--- src/rtl/chacha_ks_xor_stream_if.sv ---
// Payload, keystream and status bundle between the ChaCha keystream XOR engine
// and its environment; slave is the engine side, master is the driver side.
interface chacha_ks_xor_stream_if #(
    parameter int DATA_W = 128,
    parameter int KS_W   = 512
);
    logic                  start;
    logic                  ks_req;
    logic                  ks_valid;
    logic [KS_W-1:0]       ks_data;
    logic                  in_valid;
    logic [DATA_W-1:0]     in_data;
    logic [DATA_W/8-1:0]   in_keep;
    logic                  in_last;
    logic                  in_ready;
    logic                  out_valid;
    logic [DATA_W-1:0]     out_data;
    logic [DATA_W/8-1:0]   out_keep;
    logic                  out_last;
    logic                  out_ready;
    logic                  busy;
    logic [31:0]           blk_cnt;

    modport master (
        output start, ks_valid, ks_data, in_valid, in_data, in_keep, in_last, out_ready,
        input  ks_req, in_ready, out_valid, out_data, out_keep, out_last, busy, blk_cnt
    );

    modport slave (
        input  start, ks_valid, ks_data, in_valid, in_data, in_keep, in_last, out_ready,
        output ks_req, in_ready, out_valid, out_data, out_keep, out_last, busy, blk_cnt
    );
endinterface

--- src/rtl/chacha_ks_xor_stream.sv ---
// Keystream prefetch FIFO plus XOR engine: slices KS_W-bit keystream blocks LSB-first
// into DATA_W segments and XORs one segment into each accepted payload beat.
module chacha_ks_xor_stream #(
    parameter int DATA_W   = 128,
    parameter int KS_W     = 512,
    parameter int KS_DEPTH = 2
) (
    input  logic                    clk,
    input  logic                    rst_n,
    chacha_ks_xor_stream_if.slave   bus
);

    localparam int KEEP_W = DATA_W / 8;
    localparam int NSEG   = KS_W / DATA_W;
    localparam int SEG_W  = (NSEG > 1) ? $clog2(NSEG) : 1;
    localparam int PTR_W  = (KS_DEPTH > 1) ? $clog2(KS_DEPTH) : 1;
    localparam int CNT_W  = $clog2(KS_DEPTH + 1);

    localparam logic [CNT_W-1:0] DEPTH_C  = CNT_W'(KS_DEPTH);
    localparam logic [CNT_W-1:0] CNT_ONE  = CNT_W'(1);
    localparam logic [PTR_W-1:0] PTR_LAST = PTR_W'(KS_DEPTH - 1);
    localparam logic [PTR_W-1:0] PTR_ONE  = PTR_W'(1);
    localparam logic [SEG_W-1:0] SEG_LAST = SEG_W'(NSEG - 1);
    localparam logic [SEG_W-1:0] SEG_ONE  = SEG_W'(1);

    typedef enum logic [1:0] {
        ST_IDLE  = 2'd0,
        ST_RUN   = 2'd1,
        ST_DRAIN = 2'd2
    } state_e;

    function automatic logic [DATA_W-1:0] byte_mask(input logic [KEEP_W-1:0] keep);
        logic [DATA_W-1:0] m;
        m = {DATA_W{1'b0}};
        for (int b = 0; b < KEEP_W; b++) begin
            m[8*b +: 8] = {8{keep[b]}};
        end
        return m;
    endfunction

    function automatic logic [PTR_W-1:0] ptr_inc(input logic [PTR_W-1:0] p);
        logic [PTR_W-1:0] r;
        if (p == PTR_LAST) begin
            r = {PTR_W{1'b0}};
        end else begin
            r = p + PTR_ONE;
        end
        return r;
    endfunction

    state_e              state_q, state_d;
    logic [KS_W-1:0]     fifo_q [KS_DEPTH];
    logic [KS_W-1:0]     fifo_d [KS_DEPTH];
    logic [PTR_W-1:0]    rd_q, rd_d;
    logic [PTR_W-1:0]    wr_q, wr_d;
    logic [CNT_W-1:0]    cnt_q, cnt_d;
    logic [SEG_W-1:0]    seg_idx_q, seg_idx_d;
    logic                outstanding_q, outstanding_d;
    logic                ks_req_q, ks_req_d;
    logic                out_valid_q, out_valid_d;
    logic [DATA_W-1:0]   out_data_q, out_data_d;
    logic [KEEP_W-1:0]   out_keep_q, out_keep_d;
    logic                out_last_q, out_last_d;
    logic [31:0]         blk_cnt_q, blk_cnt_d;

    logic [KS_W-1:0]     head_s;
    logic [DATA_W-1:0]   seg_s;
    logic                in_ready_s;
    logic                accept_s;
    logic                ks_take_s;
    logic                push_s;
    logic                push_ok_s;
    logic                pop_s;
    logic                req_fire_s;
    logic                start_acc_s;
    logic                fifo_clr_s;

    // Handshake qualifiers and the segment currently at the head of the FIFO
    always_comb begin
        head_s      = fifo_q[rd_q];
        seg_s       = head_s[DATA_W*seg_idx_q +: DATA_W];
        in_ready_s  = (state_q == ST_RUN) && (cnt_q != {CNT_W{1'b0}}) &&
                      (!out_valid_q || bus.out_ready);
        accept_s    = bus.in_valid && in_ready_s;
        ks_take_s   = bus.ks_valid && outstanding_q;
        // Blocks landing while draining are swallowed, never buffered
        push_s      = ks_take_s && (state_q == ST_RUN);
        pop_s       = accept_s && (bus.in_last || (seg_idx_q == SEG_LAST));
        push_ok_s   = push_s && ((cnt_q < DEPTH_C) || pop_s);
        req_fire_s  = (state_q == ST_RUN) && !outstanding_q && (cnt_q < DEPTH_C);
        start_acc_s = (state_q == ST_IDLE) && bus.start;
    end

    // Message FSM: next state and FIFO-clear events
    always_comb begin
        state_d    = state_q;
        fifo_clr_s = 1'b0;
        case (state_q)
            ST_IDLE: begin
                if (bus.start) begin
                    state_d    = ST_RUN;
                    fifo_clr_s = 1'b1;
                end else begin
                    state_d    = ST_IDLE;
                end
            end
            ST_RUN: begin
                if (accept_s && bus.in_last) begin
                    state_d = ST_DRAIN;
                end else begin
                    state_d = ST_RUN;
                end
            end
            ST_DRAIN: begin
                if (!outstanding_q) begin
                    state_d    = ST_IDLE;
                    fifo_clr_s = 1'b1;
                end else begin
                    state_d    = ST_DRAIN;
                end
            end
            default: begin
                state_d    = ST_IDLE;
                fifo_clr_s = 1'b1;
            end
        endcase
    end

    // Keystream request tracking and FIFO pointer/count update
    always_comb begin
        outstanding_d = outstanding_q;
        ks_req_d      = req_fire_s;
        fifo_d        = fifo_q;
        rd_d          = rd_q;
        wr_d          = wr_q;
        cnt_d         = cnt_q;
        if (ks_take_s) begin
            outstanding_d = 1'b0;
        end else if (req_fire_s) begin
            outstanding_d = 1'b1;
        end else begin
            outstanding_d = outstanding_q;
        end
        if (fifo_clr_s) begin
            rd_d  = {PTR_W{1'b0}};
            wr_d  = {PTR_W{1'b0}};
            cnt_d = {CNT_W{1'b0}};
        end else begin
            if (pop_s) begin
                rd_d = ptr_inc(rd_q);
            end else begin
                rd_d = rd_q;
            end
            // Full FIFO with a pop: the tail slot equals the old head slot, order holds
            if (push_ok_s) begin
                fifo_d[wr_q] = bus.ks_data;
                wr_d         = ptr_inc(wr_q);
            end else begin
                wr_d = wr_q;
            end
            case ({push_ok_s, pop_s})
                2'b10:   cnt_d = cnt_q + CNT_ONE;
                2'b01:   cnt_d = cnt_q - CNT_ONE;
                default: cnt_d = cnt_q;
            endcase
        end
    end

    // Segment index, block counter and the registered output beat
    always_comb begin
        seg_idx_d   = seg_idx_q;
        blk_cnt_d   = blk_cnt_q;
        out_valid_d = out_valid_q;
        out_data_d  = out_data_q;
        out_keep_d  = out_keep_q;
        out_last_d  = out_last_q;
        if (fifo_clr_s) begin
            seg_idx_d = {SEG_W{1'b0}};
        end else if (accept_s) begin
            seg_idx_d = pop_s ? {SEG_W{1'b0}} : (seg_idx_q + SEG_ONE);
        end else begin
            seg_idx_d = seg_idx_q;
        end
        if (start_acc_s) begin
            blk_cnt_d = 32'd0;
        end else if (accept_s && (seg_idx_q == {SEG_W{1'b0}})) begin
            blk_cnt_d = blk_cnt_q + 32'd1;
        end else begin
            blk_cnt_d = blk_cnt_q;
        end
        if (accept_s) begin
            out_valid_d = 1'b1;
            out_data_d  = (bus.in_data ^ seg_s) & byte_mask(bus.in_keep);
            out_keep_d  = bus.in_keep;
            out_last_d  = bus.in_last;
        end else if (bus.out_ready) begin
            out_valid_d = 1'b0;
        end else begin
            out_valid_d = out_valid_q;
        end
    end

    // State and datapath registers
    always_ff @(posedge clk or negedge rst_n) begin
        if (!rst_n) begin
            state_q       <= ST_IDLE;
            for (int i = 0; i < KS_DEPTH; i++) begin
                fifo_q[i] <= {KS_W{1'b0}};
            end
            rd_q          <= {PTR_W{1'b0}};
            wr_q          <= {PTR_W{1'b0}};
            cnt_q         <= {CNT_W{1'b0}};
            seg_idx_q     <= {SEG_W{1'b0}};
            outstanding_q <= 1'b0;
            ks_req_q      <= 1'b0;
            out_valid_q   <= 1'b0;
            out_data_q    <= {DATA_W{1'b0}};
            out_keep_q    <= {KEEP_W{1'b0}};
            out_last_q    <= 1'b0;
            blk_cnt_q     <= 32'd0;
        end else begin
            state_q       <= state_d;
            fifo_q        <= fifo_d;
            rd_q          <= rd_d;
            wr_q          <= wr_d;
            cnt_q         <= cnt_d;
            seg_idx_q     <= seg_idx_d;
            outstanding_q <= outstanding_d;
            ks_req_q      <= ks_req_d;
            out_valid_q   <= out_valid_d;
            out_data_q    <= out_data_d;
            out_keep_q    <= out_keep_d;
            out_last_q    <= out_last_d;
            blk_cnt_q     <= blk_cnt_d;
        end
    end

    assign bus.ks_req    = ks_req_q;
    assign bus.in_ready  = in_ready_s;
    assign bus.out_valid = out_valid_q;
    assign bus.out_data  = out_data_q;
    assign bus.out_keep  = out_keep_q;
    assign bus.out_last  = out_last_q;
    assign bus.busy      = (state_q != ST_IDLE);
    assign bus.blk_cnt   = blk_cnt_q;

endmodule

--- src/flat_wrapper.sv ---
// flat-port wrapper written by rule: the top's interface ports become plain ports
module chacha_ks_xor_stream_flat 
#(
    parameter int DATA_W   = 128,
    parameter int KS_W     = 512,
    parameter int KS_DEPTH = 2
)
  (clk, rst_n, bus_start, bus_ks_valid, bus_ks_data, bus_in_valid, bus_in_data, bus_in_keep, bus_in_last, bus_out_ready, bus_ks_req, bus_in_ready, bus_out_valid, bus_out_data, bus_out_keep, bus_out_last, bus_busy, bus_blk_cnt);
  chacha_ks_xor_stream_if #(.DATA_W(DATA_W), .KS_W(KS_W)) bus_i ();
  input  logic clk;
  input  logic rst_n;
  input wire logic [$bits(bus_i.start)-1:0] bus_start;
  input wire logic [$bits(bus_i.ks_valid)-1:0] bus_ks_valid;
  input wire logic [$bits(bus_i.ks_data)-1:0] bus_ks_data;
  input wire logic [$bits(bus_i.in_valid)-1:0] bus_in_valid;
  input wire logic [$bits(bus_i.in_data)-1:0] bus_in_data;
  input wire logic [$bits(bus_i.in_keep)-1:0] bus_in_keep;
  input wire logic [$bits(bus_i.in_last)-1:0] bus_in_last;
  input wire logic [$bits(bus_i.out_ready)-1:0] bus_out_ready;
  output wire logic [$bits(bus_i.ks_req)-1:0] bus_ks_req;
  output wire logic [$bits(bus_i.in_ready)-1:0] bus_in_ready;
  output wire logic [$bits(bus_i.out_valid)-1:0] bus_out_valid;
  output wire logic [$bits(bus_i.out_data)-1:0] bus_out_data;
  output wire logic [$bits(bus_i.out_keep)-1:0] bus_out_keep;
  output wire logic [$bits(bus_i.out_last)-1:0] bus_out_last;
  output wire logic [$bits(bus_i.busy)-1:0] bus_busy;
  output wire logic [$bits(bus_i.blk_cnt)-1:0] bus_blk_cnt;
  assign bus_i.start = bus_start;
  assign bus_i.ks_valid = bus_ks_valid;
  assign bus_i.ks_data = bus_ks_data;
  assign bus_i.in_valid = bus_in_valid;
  assign bus_i.in_data = bus_in_data;
  assign bus_i.in_keep = bus_in_keep;
  assign bus_i.in_last = bus_in_last;
  assign bus_i.out_ready = bus_out_ready;
  assign bus_ks_req = bus_i.ks_req;
  assign bus_in_ready = bus_i.in_ready;
  assign bus_out_valid = bus_i.out_valid;
  assign bus_out_data = bus_i.out_data;
  assign bus_out_keep = bus_i.out_keep;
  assign bus_out_last = bus_i.out_last;
  assign bus_busy = bus_i.busy;
  assign bus_blk_cnt = bus_i.blk_cnt;
  chacha_ks_xor_stream #(.DATA_W(DATA_W), .KS_W(KS_W), .KS_DEPTH(KS_DEPTH)) u_core (.clk(clk), .rst_n(rst_n), .bus(bus_i));
endmodule
--- config.mk ---
export PLATFORM = sky130hd
export DESIGN_NAME = chacha_ks_xor_stream_flat
export DESIGN_NICKNAME = d
export VERILOG_FILES = /design/src/rtl/chacha_ks_xor_stream_if.sv /design/src/rtl/chacha_ks_xor_stream.sv /design/src/flat_wrapper.sv
export SDC_FILE = /design/constraint.sdc
export NUM_CORES = 2
export LEC_CHECK = 0
export ABC_AREA = 1
export CORE_MARGIN = 1.5
export CORE_UTILIZATION = 25
export CTS_CLUSTER_SIZE = 8
export DETAILED_ROUTE_END_ITERATION = 12
export SLEW_MARGIN = 25
export SYNTH_ARGS = -nofsm -noshare
export SYNTH_HDL_FRONTEND = slang
export SYNTH_SLANG_ARGS = --single-unit
--- constraint.sdc ---
create_clock -name clk -period 3.3 [get_ports clk]
set_clock_uncertainty 0.2 [all_clocks]
set_input_delay 0.99 -clock clk [delete_from_list [all_inputs] [get_ports clk]]
set_output_delay 0.99 -clock clk [all_outputs]
set_load 0.01 [all_outputs]
==> flow_metrics.tcl <==
set metrics [dict create \
    maxSlewViolCount 0 \
    avgSynthCellArea_um2 7.21 \
    seqCellArea_um2 30300 \
    fin_nets 10200 \
    final.fill_count 27200 \
    final_area_um2 81900 \
    slew_headroom_pct 35.4 \
    pwr-share-clk_pct 21.0 \
    dr.pass1.iters 8 \
    die_x_um 508 \
    crit_type "register to output port" \
    switching_share_pct 43.8 \
    powerDensity_nw_per_um2 962 \
    first_global_vias 58200 \
    grt_use_total_pct 19.5 \
    postSynthCellCount 8835 \
    p_int_w 0.0443 \
    path_buf_inv 3 \
    placementRows 185 \
    core_area_um2 254000 \
    final-setup-viol-count 0 \
    arrival_ps 2000 \
    switchingPower_w 0.0345 \
    synth-async-reset-ratio_pct 100 \
    dieHeight_um 508 \
    cts_htree_levels 4 \
    yosys_register_bits 1212 \
    overflow 0 \
    clk_pin_slew_ps 50 \
    synth_area_um2 63700 \
    tightestPinTransition_ps 968 \
    fmax_mhz 314 \
    pwr-share-seq_pct 32.7 \
    first_iter_violations 5781 \
    insertion_delay_ps 840 \
    totalWireLength_um 257000 \
    ir_drop_uv 578 \
    drv_cap 0 \
    synth-seq-area-share_pct 47.6 \
    drive_above_1_share_pct 5.63 \
    power_frac_comb_pct 46.3 \
    crit_chain "inv_1, nand2_2, nor2_4, nand2_2, inv_1, dlygate4sd2_1" \
    status "finished, final reports clean" \
    start_util_pct 25.1 \
    vias_per_cell 4.83 \
    cts_tree "yes" \
    synth.net_count 9502 \
    cp-end-kind "output port" \
    place_area_um2 77000 \
    crit_required_ps 2110 \
    synthFlopType "dfrtp_1" \
    drc 0 \
    cpLargestDelayFamily "flip-flops" \
    clockBufferDepth 3 \
    setup_ws_ps 114 \
    dpl.hpwl_um 177000 \
    p_leak_nw 40.6 \
    multi_input_area_um2 26600 \
    cts_root_buf "clkbuf_16" \
    startpoint_type "register" \
    die_area_um2 258000 \
    cts_sinks 1212 \
    grt_pass1_wl_um 384000 \
    wire_per_inst_um 19.9 \
    io_pins 844 \
    synth_cell_types 27 \
    period_share_pct 96.5 \
    cts_buffers 173 \
    synth_edf_count 0 \
    yosysWarnings 0 \
    ant_nets 0 \
    tns_ps 0 \
    place_worst_setup_slack_ps -89.2 \
    critPathMaxFanout 4 \
    vias 62400 \
    grt_max_degree 138 \
    slowest_stage "dfrtp_1" \
    cpPeakStageDelay_ps 410 \
    antenna_found_initial 64 \
    finalCriticalPeriod_ps 3190 \
    finalHoldViolations 0 \
    rsz0062_at_grt "no" \
    holdCritPathClass "register to register" \
    portBuffers 843 \
    place_congestion 0.859 \
    area_growth_syn_to_layout_pct 28.6 \
]
layout make-up:
class / count / area share (%)
sequential: 1212 / 37.1
multi-input combinational: 5985 / 32.5
clock inverter: 17 / 0.306
inverter: 961 / 4.44
antenna: 37 / 0.113
tap: 3366 / 5.14
clock buffer: 186 / 5.46
timing repair buffer: 1156 / 15.0
power groups by stage:
| stage | combinational (W) | sequential, W | clock, W |
|---|---|---|---|
| 6_report | 0.0365 | 0.0257 | 0.0166 |
| 3_3_place_gp | 0.0362 | 0.0256 | 0 |
| 3_5_place_dp | 0.0366 | 0.0258 | 0 |
| 5_1_grt | 0.0411 | 0.0265 | 0.0175 |
| 4_1_cts | 0.0368 | 0.0256 | 0.0169 |
| 2_1_floorplan | 0.0226 | 0.0252 | 0 |
what timing repair did:
action,4_1_cts,5_1_grt
hold buffers,1,0
hold endpoints to repair,16,0
setup buffers,2,0
endpoints found under the setup margin,3,2
pin swaps,1,1
resized for setup,5,2
worst register-to-register path, cell delays in order, from the launching register on:
cell and delay, ps:
dfrtp_4 510, buf_12 210, buf_12 480, nand2_1 200, nand3_1 130, nand3_1 430, nand3_1 250, nand2_1 70
o21ai_0 150
cell families after synthesis:
| logic type | synth area share, % |
|---|---|
| fa+ha+maj | 0.0786 |
| flops | 47.6 |
| xor+xnor | 0.0688 |
| simple gates | 39.2 |
| buf+inv | 10.7 |
| compound gates | 2.32 |
placed cells by master, fill, tap and decap left out, types with 2 or more instances in the layout:
cell type,synthesis,layout
inv_1,958,956
ha_1,4,4
clkinv_8,0,4
nor2_4,3,4
xor2_1,4,4
nand2_1,3487,3487
dfrtp_1,1212,1206
dfrtp_2,0,2
bufinv_16,0,2
inv_16,0,3
diode_2,0,37
nor2_1,342,339
nand4_1,1038,1038
inv_8,0,2
nor2_2,1,3
buf_12,0,120
a21oi_1,138,138
buf_4,11,193
clkbuf_1,363,6
nand3_1,794,793
nand2_2,3,3
nand3_4,0,3
dlygate4sd2_1,0,2
dfrtp_4,0,4
clkbuf_16,0,175
nor3_1,10,10
clkbuf_8,0,5
o21ai_0,154,154
clkdlybuf4s50_1,0,840
inv_6,0,7
per-stage QoR:
step           utilization (%)  power [W]  hold slack (ps)  std cells
2_1_floorplan                -     0.0477              242       8835
3_3_place_gp              30.4     0.0619              253      12700
3_5_place_dp              30.4     0.0624              258      12700
4_1_cts                   32.2     0.0794              270      12900
5_1_grt                   32.3     0.0851              275      12900
6_report                  32.3     0.0788              265      12900
sequential cells by signal, summed over array words and instances (netlist names), 2 cells and up:
register             flops
u_core.fifo_q         1024
u_core.bus.out_data    128
u_core.bus.blk_cnt      32
u_core.bus.out_keep     16
u_core.cnt_q             2
u_core.seg_idx_q         2
u_core.state_q           2
synthesized netlist by cell type (3+ instances only):
cell type	number	area (um2)
nand2_1	3487	13100
dfrtp_1	1212	30300
nand4_1	1038	6490
inv_1	958	3600
nand3_1	794	3970
clkbuf_1	363	1360
nor2_1	342	1280
buf_2	239	1200
o21ai_0	154	771
a21oi_1	138	691
buf_6	40	450
buf_1	24	90.1
buf_4	11	82.6
nor3_1	10	50.1
ha_1	4	50.1
xor2_1	4	35.0
nand2_2	3	18.8
nor2_4	3	33.8
per-layer routing:
metal	GRT usage, %	part of all wire [%]	wire length, um	vias to the layer above
li1	-	-	-	29700
met1	27.3	45	116000	30200
met2	30.1	45	116000	2197
met3	3.64	7.0	18100	358
met4	6.60	2.7	6900	42
met5	0	0.10	268	-
worst paths after layout:
check                              startpoint                  endpoint  slack [ps]  depth (start not counted)
min in group asynchronous               rst_n  u_core.bus.out_data[106]         520                          2
max reg2reg                       u_core.rd_q   u_core.bus.out_data[56]         610                          8
max                         u_core.state_q[1]              bus_in_ready         110                          6
max in group asynchronous               rst_n   u_core.bus.out_data[37]        1290                          4
min                        u_core.fifo_q[611]        u_core.fifo_q[611]         270                          2
min reg2reg                u_core.fifo_q[611]        u_core.fifo_q[611]         270                          2
Power figures use the tool's default switching activity.
